**src/rtl/simon_pkg.sv**
```systemverilog
// Shared state codes and colour decode for the Simon sequencer.
package simon_pkg;

    typedef enum logic [3:0] {
        ST_IDLE     = 4'd0,
        ST_SHOW     = 4'd1,
        ST_GAP      = 4'd2,
        ST_INPUT    = 4'd3,
        ST_LEVEL_UP = 4'd4,
        ST_WIN      = 4'd5,
        ST_LOSE     = 4'd6
    } simon_state_e;

    function automatic logic [15:0] color_onehot(input logic [3:0] c);
        color_onehot = 16'd1 << c;
    endfunction

endpackage

```
**src/rtl/simon_lfsr.sv**
```systemverilog
// 16-bit Fibonacci LFSR (taps 16,15,13,4) used as the colour source when SIMON_LFSR_EN is defined.
module simon_lfsr
    import simon_pkg::*;
(
    input  logic        clk,
    input  logic        reset,
    input  logic        step,
    output logic [15:0] q
);

    localparam logic [15:0] SEED = 16'hACE1;

    always_ff @(posedge clk) begin
        if (reset) begin
            q <= SEED;
        end else if (step) begin
            q <= {q[14:0], q[15] ^ q[14] ^ q[12] ^ q[3]};
        end
    end

endmodule

```
**src/rtl/simon_seq_engine.sv**
```systemverilog
// Simon sequencer core: timed playback of a growing prefix, graded player input.
// Optional macro SIMON_LFSR_EN: random sequence generation from an internal LFSR.
//
// state    | meaning
// IDLE     | waiting for start; write port active
// SHOW     | lamp lit with mem[idx] for SHOW_CYCLES
// GAP      | lamp dark for GAP_CYCLES, then next colour or INPUT
// INPUT    | grading presses against mem[idx], optional timeout
// LEVEL_UP | one cycle: extend the prefix and replay
// WIN/LOSE | one-cycle result pulse, back to IDLE
module simon_seq_engine #(
    parameter int COLORS      = 4,
    parameter int MAX_LEN     = 16,
    parameter int SHOW_CYCLES = 4,
    parameter int GAP_CYCLES  = 1,
    parameter int TIMEOUT     = 0
) (
    input  logic                         clk,
    input  logic                         reset,
    input  logic                         start,
    input  logic                         wr_en,
    input  logic [$clog2(MAX_LEN)-1:0]   wr_addr,
    input  logic [$clog2(COLORS)-1:0]    wr_data,
    input  logic                         btn_valid,
    input  logic [$clog2(COLORS)-1:0]    btn_color,
    output logic                         in_ready,
    output logic [COLORS-1:0]            lamp,
    output logic [$clog2(MAX_LEN+1)-1:0] level,
    output logic [3:0]                   state,
    output logic                         win,
    output logic                         lose,
    output logic                         busy
);
    import simon_pkg::*;

    localparam int CW    = $clog2(COLORS);
    localparam int AW    = $clog2(MAX_LEN);
    localparam int LW    = $clog2(MAX_LEN+1);
    localparam int CMAX  = (SHOW_CYCLES > GAP_CYCLES) ? SHOW_CYCLES : GAP_CYCLES;
    localparam int CNTW  = $clog2(CMAX+1);
    localparam int TW    = (TIMEOUT > 0) ? $clog2(TIMEOUT+1) : 1;
    localparam int TLOAD = (TIMEOUT > 0) ? TIMEOUT-1 : 0;

    localparam logic [3:0] S_IDLE     = ST_IDLE;
    localparam logic [3:0] S_SHOW     = ST_SHOW;
    localparam logic [3:0] S_GAP      = ST_GAP;
    localparam logic [3:0] S_INPUT    = ST_INPUT;
    localparam logic [3:0] S_LEVEL_UP = ST_LEVEL_UP;
    localparam logic [3:0] S_WIN      = ST_WIN;
    localparam logic [3:0] S_LOSE     = ST_LOSE;

    logic [CW-1:0]     mem [MAX_LEN];
    logic [3:0]        state_q;
    logic [LW-1:0]     level_q;
    logic [AW-1:0]     idx_q;
    logic [CNTW-1:0]   cnt_q;
    logic [TW-1:0]     tmr_q;
    logic [COLORS-1:0] lamp_q;
    logic              win_q;
    logic              lose_q;

    logic              accept;
    logic [LW-1:0]     idx_inc;
    logic [CW-1:0]     first_color;
    logic [CW-1:0]     next_color;

    function automatic logic [COLORS-1:0] oh(input logic [CW-1:0] c);
        logic [15:0] w;
        w  = color_onehot(4'(c));
        oh = w[COLORS-1:0];
    endfunction

    assign accept     = btn_valid && (state_q == S_INPUT);
    assign idx_inc    = LW'(idx_q) + LW'(1);
    assign next_color = mem[AW'(idx_inc)];

`ifdef SIMON_LFSR_EN
    logic [15:0] lfsr_q;

    simon_lfsr u_lfsr (
        .clk   (clk),
        .reset (reset),
        .step  (1'b1),
        .q     (lfsr_q)
    );

    assign first_color = lfsr_q[CW-1:0];
`else
    // A same-cycle write to entry 0 must be what the first lamp shows.
    assign first_color = (wr_en && (wr_addr == '0)) ? wr_data : mem[0];
`endif

    always_ff @(posedge clk) begin
        if (!reset && (state_q == S_IDLE) && wr_en) begin
            mem[wr_addr] <= wr_data;
        end
`ifdef SIMON_LFSR_EN
        if (!reset && (state_q == S_IDLE) && start) begin
            mem[0] <= lfsr_q[CW-1:0];
        end
        if (!reset && (state_q == S_LEVEL_UP)) begin
            mem[AW'(level_q)] <= lfsr_q[CW-1:0];
        end
`endif
    end

    always_ff @(posedge clk) begin
        if (reset) begin
            state_q <= S_IDLE;
            level_q <= '0;
            idx_q   <= '0;
            cnt_q   <= '0;
            tmr_q   <= '0;
            lamp_q  <= '0;
            win_q   <= 1'b0;
            lose_q  <= 1'b0;
        end else begin
            win_q  <= 1'b0;
            lose_q <= 1'b0;
            case (state_q)
                S_IDLE: begin
                    if (start) begin
                        state_q <= S_SHOW;
                        level_q <= LW'(1);
                        idx_q   <= '0;
                        cnt_q   <= CNTW'(SHOW_CYCLES-1);
                        lamp_q  <= oh(first_color);
                    end
                end
                S_SHOW: begin
                    if (cnt_q == '0) begin
                        state_q <= S_GAP;
                        cnt_q   <= CNTW'(GAP_CYCLES-1);
                        lamp_q  <= '0;
                    end else begin
                        cnt_q <= cnt_q - 1'b1;
                    end
                end
                S_GAP: begin
                    if (cnt_q != '0) begin
                        cnt_q <= cnt_q - 1'b1;
                    end else if (idx_inc == level_q) begin
                        state_q <= S_INPUT;
                        idx_q   <= '0;
                        tmr_q   <= TW'(TLOAD);
                    end else begin
                        state_q <= S_SHOW;
                        idx_q   <= idx_q + 1'b1;
                        cnt_q   <= CNTW'(SHOW_CYCLES-1);
                        lamp_q  <= oh(next_color);
                    end
                end
                S_INPUT: begin
                    if (accept) begin
                        tmr_q <= TW'(TLOAD);
                        if (btn_color != mem[idx_q]) begin
                            state_q <= S_LOSE;
                            lose_q  <= 1'b1;
                        end else if (idx_inc == level_q) begin
                            if (level_q == LW'(MAX_LEN)) begin
                                state_q <= S_WIN;
                                win_q   <= 1'b1;
                            end else begin
                                state_q <= S_LEVEL_UP;
                            end
                        end else begin
                            idx_q <= idx_q + 1'b1;
                        end
                    end else if (TIMEOUT > 0) begin
                        if (tmr_q == '0) begin
                            state_q <= S_LOSE;
                            lose_q  <= 1'b1;
                        end else begin
                            tmr_q <= tmr_q - 1'b1;
                        end
                    end
                end
                S_LEVEL_UP: begin
                    state_q <= S_SHOW;
                    level_q <= level_q + 1'b1;
                    idx_q   <= '0;
                    cnt_q   <= CNTW'(SHOW_CYCLES-1);
                    lamp_q  <= oh(mem[0]);
                end
                default: begin
                    state_q <= S_IDLE;
                end
            endcase
        end
    end

    assign in_ready = (state_q == S_INPUT);
    assign busy     = (state_q != S_IDLE);
    assign lamp     = lamp_q;
    assign level    = level_q;
    assign state    = state_q;
    assign win      = win_q;
    assign lose     = lose_q;

endmodule

```
**config.mk**
```make
export PLATFORM = sky130hd
export DESIGN_NAME = simon_seq_engine
export DESIGN_NICKNAME = d
export VERILOG_FILES = /design/src/rtl/simon_pkg.sv /design/src/rtl/simon_lfsr.sv /design/src/rtl/simon_seq_engine.sv
export SDC_FILE = /design/constraint.sdc
export NUM_CORES = 1
export LEC_CHECK = 0
export CORE_ASPECT_RATIO = 1.4
export CORE_UTILIZATION = 52
export DETAILED_ROUTE_END_ITERATION = 6
export GPL_TIMING_DRIVEN = 0
export PLACE_DENSITY = 0.73
export SYNTH_ARGS = -nofsm -noshare
export SYNTH_HDL_FRONTEND = slang
export SYNTH_SLANG_ARGS = --single-unit
```
**constraint.sdc**
```tcl
create_clock -name clk -period 2.7 [get_ports clk]
set_clock_uncertainty 0.2 [all_clocks]
set_input_delay 0.54 -clock clk [delete_from_list [all_inputs] [get_ports clk]]
set_output_delay 0.54 -clock clk [all_outputs]
set_load 0.005 [all_outputs]
```
==> metrics <==
Area contributors post-synth edfxtp_1 30%, dfxtp_1 16%, mux4_2 6.4%, mux2i_1 5.6%, nor2_1 4.1%; Die Y-Extent 94.7 um; Commonest cells post-synth 35 x nor2_1, 32 x edfxtp_1, 25 x dfxtp_1; Max Cap Violations 0; Fmax 0.377 GHz; Cell Pwr Density 539 mW/mm2; clock root buffer clkbuf_8; via count 2394; Crit Path Max Fanout 4; CTS Buf Count 9; Cell Rows 33; Async SR Flop Fraction 0; Seq cells post-synth 57; layout cell share with drive strength beyond 1 0.195; number of setup violations in the final report 0; TritonRoute pass-1 iters 4; Startpoint Class register; WL per Instance 17.6 um; total power 2.07 mW; CTS sink count 57; Buffers on Ports 27; status finished clean; sequential area share after synthesis 0.458; post-synth top area cell edfxtp_1; total grt overflow 0; Max Slew Vio Count 0; die area 0.00646 mm2; largest net degree at the start of global routing 18; measured slew at the worst slew-check pin 899 ps; Ys Warns 0; worst skew pair latency 340 ps; DRC viols 0; leakage power 1.33 nW; syn_nets 304; synthesized area 0.00319 mm2; initial DRC count 166; most common cell in the netlist nor2_1; final wirelength 7100 um; Reg clk slew, reported paths 70 ps; Mean Syn Cell Area 11.2 um2; antenna viol nets, final 0; initial core utilization 0.540; kind of critical path register to register; Area after DPL 0.00355 mm2; HPWL Detailed 5280 um; RSZ-0062 raised after global routing true; worst hold path class register to register; gr usage total 0.254; gpl congestion 0.815; Worst Path Required 2740 ps; ys flop type edfxtp_1; Core Footprint 0.00590 mm2; Design Area, Final 0.00383 mm2; crit path time final 2650 ps; CP Capture Type register; Worst VDD drop 359 uV; number of I/O pins 30; fin crit share 0.982; H-tree depth 3; Via density 5.93; first-pass GRT wire length 11600 um; FILL cells 466; post-synth top area share 0.301; Die Span X 68.2 um; final hold vios 0; Distinct cells, synth 63; EDFF count, synth 32; ANT cells 0; post-synthesis cell count 286; fin nets 347; initial antenna violation count 0; Area growth syn-to-layout 20.1%; WP data arrival 2690 ps; CTS tree built; clock buffer depth 2; relative slew slack 0.399; number of global-route vias before repair 2397
==> metal layers <==
metal	routed length, um	GRT usage	vias to the layer above
li1	-	-	1163
met1	2720	0.267	1137
met2	3880	0.442	71
met3	240	0.0676	23
met4	257	0.146	0
met5	0	0	-
==> worst paths after layout <==
| path | start | end | slack, ps | cells after the start |
|---|---|---|---|---|
| hold reg to reg | lamp[0]$_SDFFE_PP0P_ | lamp[0]$_SDFFE_PP0P_ | 260 | 1 |
| hold / removal | lamp[0]$_SDFFE_PP0P_ | lamp[0]$_SDFFE_PP0P_ | 260 | 1 |
| setup reg to reg | idx_q[0]$_SDFFE_PP0P_ | lamp[3]$_SDFFE_PP0P_ | 50 | 5 |
| setup / recovery | idx_q[0]$_SDFFE_PP0P_ | lamp[3]$_SDFFE_PP0P_ | 50 | 5 |
==> worst max-delay path, stage by stage, from the launching register on <==
cell and delay, ps:
dfxtp_4 350, ha_4 300, mux4_2 510, mux4_2 500, a221o_1 420, a32o_1 270
==> cell type report <==
class	instances	area (um2)	share of cell area
clock buffers	9	124	0.0323
well taps	70	87.6	0.0229
plain buffers	13	113	0.0294
clock inverters	7	61.3	0.0160
repair buffers	34	335	0.0875
flip-flops and latches	57	1470	0.383
multi-input cells	196	1580	0.411
inverters	18	67.6	0.0176
==> placed cells by master, fill, tap and decap left out, drive strengths merged, types with 3 or more instances in the layout <==
master / n
nor2b: 3
edfxtp: 32
inv: 18
clkinv: 4
mux2: 3
o21a: 3
a21oi: 8
clkbuf: 15
and2: 3
o21ai: 7
nand2: 14
nor3: 4
a211oi: 3
a22o: 4
nand4: 4
xor2: 5
nand3: 10
dfxtp: 25
mux2i: 18
nand2b: 5
clkdlybuf4s50: 27
o22ai: 5
ha: 5
nor2: 35
mux4: 13
buf: 14
==> stage by stage <==
stage / setup WS, ps / hold WS, ps / TNS (ps) / cells / util
6_report: 48.9 / 263 / 0 / 404 / 0.649
5_1_grt: -15.8 / 280 / -15.8 / 404 / 0.649
4_1_cts: 3.94 / 270 / 0 / 402 / 0.641
3_5_place_dp: -211 / 256 / -1900 / 383 / 0.601
3_3_place_gp: -169 / 240 / -1580 / 383 / 0.601
2_1_floorplan: 27.4 / 251 / 0 / 286 / -
==> kinds of logic (layout without fill, tap and decap cells) <==
kind of cell | Yosys count | in the layout | share of synthesized area
AO/OA/AOI/OAI | 54 | 54 | 0.127
multiplexers | 34 | 34 | 0.164
other | 1 | 1 | 0.00118
buffers and inverters | 33 | 81 | 0.0565
XOR/XNOR | 8 | 8 | 0.0263
flip-flops | 57 | 57 | 0.458
adder cells (fa/ha/maj) | 5 | 5 | 0.0196
AND/OR/NAND/NOR | 94 | 94 | 0.147
==> report_power, final <==
| group | total [mW] | switching (mW) | leakage, nW | internal [mW] |
|---|---|---|---|---|
| Sequential | 0.963 | 0.0233 | 0.493 | 0.939 |
| Clock | 0.752 | 0.338 | 0.0877 | 0.414 |
| Combinational | 0.352 | 0.187 | 0.752 | 0.165 |
| Total | 2.07 | 0.549 | 1.33 | 1.52 |
==> state kept, by name, summed over array words and instances, names as in the netlist, named ones only <==
name	count
state	3
level	5
cnt_q	3
lamp	4
idx_q	4
win	1
mem	32
lose	1
==> timing repair <==
| action | 4_1_cts | 5_1_grt |
|---|---|---|
| endpoints found under the hold margin | 0 | 0 |
| resized for setup | 9 | 13 |
| setup endpoints to repair | 13 | 17 |
| pin swaps | 5 | 5 |
| hold buffers | 0 | 0 |
| setup buffers | 4 | 3 |
(Power assumes the default switching activity.)
